==> config.mk <==
export PLATFORM = sky130hd
export DESIGN_NAME = uart_calc_ctrl
export DESIGN_NICKNAME = d
export VERILOG_FILES = /design/src/rtl/uart_calc_ctrl.sv
export SDC_FILE = /design/constraint.sdc
export NUM_CORES = 1
export LEC_CHECK = 0
export BUFFER_PORTS_ARGS = -buffer_cell sky130_fd_sc_hd__buf_2
export CORE_ASPECT_RATIO = 1.75
export CORE_MARGIN = 3
export CORE_UTILIZATION = 40
export CTS_CLUSTER_DIAMETER = 150
export DETAILED_ROUTE_END_ITERATION = 12
export SYNTH_ARGS = -nofsm -noshare
export SYNTH_HDL_FRONTEND = slang
export SYNTH_SLANG_ARGS = --single-unit
==> constraint.sdc <==
create_clock -name CLK -period 11.5 [get_ports CLK]
set_clock_uncertainty 0.15 [all_clocks]
set_input_delay 2.875 -clock CLK [delete_from_list [all_inputs] [get_ports CLK]]
set_output_delay 2.875 -clock CLK [all_outputs]
set_load 0.01 [all_outputs]
==> src/rtl/uart_calc_ctrl.sv <==
// Calculator command engine between a UART receiver and transmitter.
// Parses "<A><op><B><term>", computes the result and paces the decimal answer out byte by byte.
module uart_calc_ctrl #(
  parameter int CLK_FREQ = 50000000,
  parameter int BAUD     = 9600,
  parameter int TX_GAP   = (CLK_FREQ / BAUD) * 11
) (
  input  logic       CLK,
  input  logic       RST,
  input  logic [7:0] RX_DATA,
  input  logic       RX_VALID,
  output logic       ACK,
  output logic       TX_START,
  output logic [7:0] TX_DATA,
  output logic       BUSY
);

  localparam int GAP_W = $clog2(TX_GAP + 1);

  typedef enum logic [2:0] {
    S_A, S_B, S_FLUSH, S_CALC, S_CONV, S_SEND, S_WAIT
  } state_t;

  typedef enum logic [1:0] {OP_ADD, OP_SUB, OP_MUL} op_t;

  state_t state, next_state;
  op_t    op;

  logic             rx_prev;
  logic             rx_edge, accept;
  logic             is_digit, is_op, is_term, is_space, is_lf;
  logic [15:0]      a_val, b_val, acc_in;
  logic [2:0]       a_cnt, b_cnt, cnt_in;
  logic [16:0]      acc_next;
  logic             digit_ok;
  logic [31:0]      rem, pow;
  logic [3:0]       pow_idx, dcount, wptr;
  logic             started, neg;
  logic             conv_done;
  logic [7:0]       resp [0:12];
  logic [3:0]       resp_len, tx_idx;
  logic [GAP_W-1:0] gap_cnt;
  logic             gap_done, last_byte;

  assign rx_edge  = RX_VALID & ~rx_prev;
  assign accept   = rx_edge && (state == S_A || state == S_B || state == S_FLUSH);
  assign is_digit = (RX_DATA >= 8'h30) && (RX_DATA <= 8'h39);
  assign is_op    = (RX_DATA == 8'h2B) || (RX_DATA == 8'h2D) || (RX_DATA == 8'h2A);
  assign is_term  = (RX_DATA == 8'h3D) || (RX_DATA == 8'h0D);
  assign is_space = (RX_DATA == 8'h20);
  assign is_lf    = (RX_DATA == 8'h0A);

  // With at most four digits already held, acc*10+digit stays below 2^17,
  // so bit 16 alone flags an operand above 65535.
  assign acc_in   = (state == S_A) ? a_val : b_val;
  assign cnt_in   = (state == S_A) ? a_cnt : b_cnt;
  assign acc_next = {1'b0, acc_in} * 17'd10 + {13'd0, RX_DATA[3:0]};
  assign digit_ok = (cnt_in < 3'd5) && !acc_next[16];

  always_comb begin
    pow = 32'd1;
    case (pow_idx)
      4'd0: pow = 32'd1000000000;
      4'd1: pow = 32'd100000000;
      4'd2: pow = 32'd10000000;
      4'd3: pow = 32'd1000000;
      4'd4: pow = 32'd100000;
      4'd5: pow = 32'd10000;
      4'd6: pow = 32'd1000;
      4'd7: pow = 32'd100;
      4'd8: pow = 32'd10;
      default: pow = 32'd1;
    endcase
  end

  assign conv_done = (pow_idx == 4'd9) && (rem < pow);
  assign gap_done  = (gap_cnt == GAP_W'(TX_GAP - 2));
  assign last_byte = (tx_idx == resp_len - 4'd1);
  assign BUSY      = (state == S_CALC) || (state == S_CONV) ||
                     (state == S_SEND) || (state == S_WAIT);

  always_ff @(posedge CLK) begin
    if (RST) state <= S_A;
    else     state <= next_state;
  end

  always_comb begin
    next_state = state;
    case (state)
      S_A: begin
        if (accept && !is_lf && !is_space) begin
          if (is_digit) begin
            if (!digit_ok) next_state = S_FLUSH;
          end else if (is_op && a_cnt != 3'd0) begin
            next_state = S_B;
          end else begin
            next_state = S_FLUSH;
          end
        end
      end
      S_B: begin
        if (accept && !is_lf && !is_space) begin
          if (is_digit) begin
            if (!digit_ok) next_state = S_FLUSH;
          end else if (is_term && b_cnt != 3'd0) begin
            next_state = S_CALC;
          end else begin
            next_state = S_FLUSH;
          end
        end
      end
      S_FLUSH: if (accept && is_term) next_state = S_SEND;
      S_CALC:  next_state = S_CONV;
      S_CONV:  if (conv_done) next_state = S_SEND;
      S_SEND:  next_state = S_WAIT;
      S_WAIT:  if (gap_done) next_state = last_byte ? S_A : S_SEND;
      default: next_state = S_A;
    endcase
  end

  // Datapath: operand capture, arithmetic, decimal conversion and TX pacing.
  always_ff @(posedge CLK) begin
    rx_prev <= RX_VALID;
    if (RST) begin
      ACK      <= 1'b0;
      TX_START <= 1'b0;
      TX_DATA  <= 8'h00;
      a_val    <= 16'd0;
      b_val    <= 16'd0;
      a_cnt    <= 3'd0;
      b_cnt    <= 3'd0;
      op       <= OP_ADD;
      gap_cnt  <= '0;
      tx_idx   <= 4'd0;
      resp_len <= 4'd0;
      rem      <= 32'd0;
      pow_idx  <= 4'd0;
      dcount   <= 4'd0;
      wptr     <= 4'd0;
      started  <= 1'b0;
      neg      <= 1'b0;
    end else begin
      ACK      <= accept;
      TX_START <= 1'b0;
      case (state)
        S_A: begin
          if (accept && is_digit && digit_ok) begin
            a_val <= acc_next[15:0];
            a_cnt <= a_cnt + 3'd1;
          end else if (accept && is_op && a_cnt != 3'd0) begin
            case (RX_DATA)
              8'h2B:   op <= OP_ADD;
              8'h2D:   op <= OP_SUB;
              default: op <= OP_MUL;
            endcase
          end
        end
        S_B: begin
          if (accept && is_digit && digit_ok) begin
            b_val <= acc_next[15:0];
            b_cnt <= b_cnt + 3'd1;
          end
        end
        S_FLUSH: begin
          if (accept && is_term) begin
            resp[0]  <= 8'h45;
            resp[1]  <= 8'h0D;
            resp[2]  <= 8'h0A;
            resp_len <= 4'd3;
            tx_idx   <= 4'd0;
          end
        end
        S_CALC: begin
          neg     <= 1'b0;
          wptr    <= 4'd0;
          pow_idx <= 4'd0;
          dcount  <= 4'd0;
          started <= 1'b0;
          tx_idx  <= 4'd0;
          case (op)
            OP_ADD: rem <= {16'd0, a_val} + {16'd0, b_val};
            OP_MUL: rem <= {16'd0, a_val} * {16'd0, b_val};
            default: begin
              if (a_val >= b_val) begin
                rem <= {16'd0, a_val - b_val};
              end else begin
                rem     <= {16'd0, b_val - a_val};
                neg     <= 1'b1;
                resp[0] <= 8'h2D;
                wptr    <= 4'd1;
              end
            end
          endcase
        end
        // One subtraction of the current power of ten per cycle; when the
        // remainder drops below it, the digit is emitted (unless a leading zero).
        S_CONV: begin
          if (rem >= pow) begin
            rem    <= rem - pow;
            dcount <= dcount + 4'd1;
          end else begin
            if (dcount != 4'd0 || started || pow_idx == 4'd9) begin
              resp[wptr] <= 8'h30 + {4'd0, dcount};
              wptr       <= wptr + 4'd1;
              started    <= 1'b1;
            end
            if (pow_idx == 4'd9) begin
              resp[wptr + 4'd1] <= 8'h0D;
              resp[wptr + 4'd2] <= 8'h0A;
              resp_len          <= wptr + 4'd3;
            end
            dcount  <= 4'd0;
            pow_idx <= pow_idx + 4'd1;
          end
        end
        S_SEND: begin
          TX_START <= 1'b1;
          TX_DATA  <= resp[tx_idx];
          gap_cnt  <= '0;
        end
        S_WAIT: begin
          if (gap_done) begin
            tx_idx <= tx_idx + 4'd1;
            if (last_byte) begin
              a_val <= 16'd0;
              b_val <= 16'd0;
              a_cnt <= 3'd0;
              b_cnt <= 3'd0;
            end
          end else begin
            gap_cnt <= gap_cnt + 1'b1;
          end
        end
        default: ;
      endcase
    end
  end

endmodule

==> results.yml <==
detailed_routing:
  wirelength_mm: 81.9
  drc: 0
  ant_nets: 0
  first_pass_iters: 6
  vias: 21300
  wl_per_cell_um: 22.1
  avgViaCountPerCell: 5.75
  drt_iter0_drc: 1213
clocking:
  clk_pin_slew_ns: 0.07
  cts_tree: "done"
  insertion_delay_ns: 0.57
  ctsHoldBuffers: 0
  cts_sinks: 227
  cts_buffers: 24
  post_cts_buffers: 0
  cts.path.max_buffers: 3
  htreeDepth: 1
  ctsRootBufferMaster: "clkbuf_16"
  ctsResizeCount: 0
place:
  place_inst: 3667
  gp_congestion: 1.03
  place_hpwl_mm: 65.8
  io_buffers: 20
critical_path:
  end_kind: "flip-flop"
  crit_arrival_ns: 7.98
  start_kind: "flip-flop"
  rrSetupSlack_ns: 3.85
  ff2ff_path_depth: 23
  worstPathRequired_ns: 11.83
  reg2reg_from: "a_val[4]$_SDFFE_PP0P_"
  crit_path_max_fanout: 12
  critPathKind: "flip-flop to flip-flop"
  worstReg2RegEnd: "rem[30]$_SDFFE_PP0P_"
die:
  dieArea_mm2: 0.0625
  die_x_um: 190
  row_count: 117
  start_util: 0.406
  die_h_um: 329
  io_pins: 22
  coreArea_mm2: 0.0586
sta:
  setup_viol: 0
  fin_crit_sh: 0.665
  slew_headroom: 0.356
  maxSlewViolCount: 0
  tns_ns: 0
  hold_viol: 0
  fmax_mhz: 131
  period_needed_ns: 7.65
  tightest_slew_ns: 0.965
  rsz0062_at_grt: "no"
synthesis:
  ys_top_cells_by_count: "inv_1, nor2_1, nand2_1"
  post-synth-top-count-cell: "inv_1"
  ys_warn_count: 0
  yosysTopAreaCell: "dfxtp_1"
  yosysSeqAreaShare: 0.191
  ys_seq_elements: 227
  synth_flop_cell: "dfxtp_1"
  syn_nets: 3423
  syn_area_mm2: 0.0238
  yosys.area.top_type_share: 0.191
  synth_cell_types: 81
  avgSynthCellArea_um2: 8.00
  synthTopCellsByArea: "dfxtp_1, fa_1, ha_1"
  synth_edf_count: 0
  async_flop_share: 0
  synth_cells: 2975
run_status:
  status: "complete, no violations"
cells_and_area:
  fillCellCount: 5975
  drive_gt1_frac: 0.0456
  syn_to_final_growth_pct: 6.90
  fin_util: 0.434
  nets: 3369
  fin_cells: 3710
power:
  p_int_w: 0.00145
  swShare: 0.317
  ir_worst_vdd_v: 0.000125
  p_seq_frac: 0.401
  switchingPower_w: 0.000670
  p_per_area_mw_per_mm2: 83.2
  p_total_w: 0.00212
  p_leak_nw: 11.4
  p_comb_frac: 0.209
  clkPwrFrac: 0.390
job:
  cap_violations: 0
grt:
  grt_overflow_total: 0
  grt_max_degree: 43
  antenna_found_initial: 2
  grtUsageTotal: 0.262
  grt_pass1_vias: 22700
  grt_pass1_wl_mm: 127
hold_path:
  min_to: "resp[7][4]$_SDFFE_PP0P_"
  hold_depth: 2
  hold_start: "resp[7][4]$_SDFFE_PP0P_"
  hold_class: "flip-flop to flip-flop"
kinds of logic (layout without fill, tap and decap cells):
family | after synthesis | in the layout | synth area share
DFF | 227 | 227 | 0.191
other | 1 | 2 | 0.000158
buffers and inverters | 501 | 462 | 0.0801
and+or+nand+nor | 999 | 999 | 0.191
adders and majority gates | 437 | 437 | 0.293
AOI/OAI and AO/OA | 620 | 620 | 0.159
muxes | 60 | 60 | 0.0376
xor gates and xnor gates | 130 | 130 | 0.0479
cell type report:
cell class | count | area (um2) | share of cell area
Clock buffer | 35 | 712 | 0.0280
Multi-Input combinational cell | 2247 | 17400 | 0.683
Inverter | 367 | 1380 | 0.0542
Clock inverter | 6 | 109 | 0.00428
Sequential cell | 227 | 4540 | 0.179
Timing Repair Buffer | 54 | 355 | 0.0140
Tap cell | 773 | 967 | 0.0380
Antenna cell | 1 | 2.50 | 0.0000984
through the flow:
| stage | instance area [um2] | setup WS, ns | hold WS (ns) |
|---|---|---|---|
| 6_report | 25400 | 3.85 | 0.296 |
| 4_1_cts | 25400 | 3.84 | 0.295 |
| 3_3_place_gp | 24600 | 3.91 | 0.280 |
| 3_5_place_dp | 24600 | 3.86 | 0.284 |
| 2_1_floorplan | 23800 | 5.15 | 0.268 |
| 5_1_grt | 25400 | 3.44 | 0.307 |
registers in the layout, indices dropped and copies added, names as in the netlist, 4 cells and up:
name and flops:
resp 82, rem 32, pow 23, a_val 16
b_val 16, gap_cnt 16, TX_DATA 7, dcount 4
pow_idx 4, resp_len 4, tx_idx 4, wptr 4
worst max-delay path: stages (launching register included):
cell      delay, ns
dfxtp_1        0.70
clkinv_1       0.58
nor2_1         0.28
fa_1           0.47
inv_1          0.09
fa_1           0.45
fa_1           0.52
inv_1          0.07
ha_1           0.32
fa_1           0.54
inv_1          0.05
fa_1           0.55
inv_1          0.05
ha_1           0.36
o21ai_0        0.17
o21ai_0        0.20
o2111a_1       0.23
nor4b_1        0.70
o31ai_1        0.25
nand3_1        0.13
nand2_1        0.10
a211o_1        0.30
a21o_1         0.17
a31oi_1        0.14
how the worst max path moves through the flow:
stage | startpoint | end | cells after the start
3_3_place_gp | a_val[4]$_SDFFE_PP0P_ | rem[30]$_SDFFE_PP0P_ | 23
2_1_floorplan | b_val[1]$_SDFFE_PP0P_ | rem[30]$_SDFFE_PP0P_ | 22
6_report | a_val[4]$_SDFFE_PP0P_ | rem[30]$_SDFFE_PP0P_ | 23
3_5_place_dp | a_val[4]$_SDFFE_PP0P_ | rem[30]$_SDFFE_PP0P_ | 23
5_1_grt | a_val[4]$_SDFFE_PP0P_ | rem[30]$_SDFFE_PP0P_ | 23
4_1_cts | a_val[4]$_SDFFE_PP0P_ | rem[30]$_SDFFE_PP0P_ | 23
layout by cell type (no fill, tap or decap), drive strengths merged, types with 9 or more instances in the layout:
master / synthesis / layout
o21ai: 169 / 169
a31oi: 33 / 33
nand3: 112 / 112
mux2i: 33 / 33
o211ai: 24 / 24
nor2: 332 / 332
xor2: 42 / 42
nand2: 313 / 313
o21a: 15 / 15
a21oi: 199 / 199
nand2b: 35 / 35
clkinv: 8 / 12
clkbuf: 108 / 36
a21o: 33 / 33
or3: 15 / 15
nor3: 57 / 57
nand4: 23 / 23
buf: 26 / 53
ha: 237 / 237
and2: 21 / 21
xnor2: 88 / 88
inv: 359 / 359
nor2b: 22 / 22
nor4: 10 / 10
mux4: 23 / 23
nand3b: 10 / 10
fa: 200 / 200
o21bai: 9 / 9
o22ai: 14 / 14
and3: 22 / 22
o31ai: 15 / 15
a221oi: 9 / 9
dfxtp: 227 / 227
a211oi: 31 / 31
metal layers:
metal	share of wire	wire length [um]	track usage	vias to the layer above
met5	0.00015	12	0	-
met4	0.11	9190	0.233	2
met3	0.042	3400	0.0304	366
met2	0.52	42400	0.491	773
met1	0.33	26900	0.245	10300
li1	-	-	-	9887
power groups by stage:
| stage | sequential, W | combinational [W] | clock, W |
|---|---|---|---|
| 3_5_place_dp | 0.000865 | 0.000439 | 0 |
| 5_1_grt | 0.000851 | 0.000486 | 0.000865 |
| 3_3_place_gp | 0.000865 | 0.000430 | 0 |
| 6_report | 0.000848 | 0.000441 | 0.000826 |
| 4_1_cts | 0.000848 | 0.000440 | 0.000844 |
| 2_1_floorplan | 0.000850 | 0.000330 | 0 |
Power figures use the tool's default switching activity.
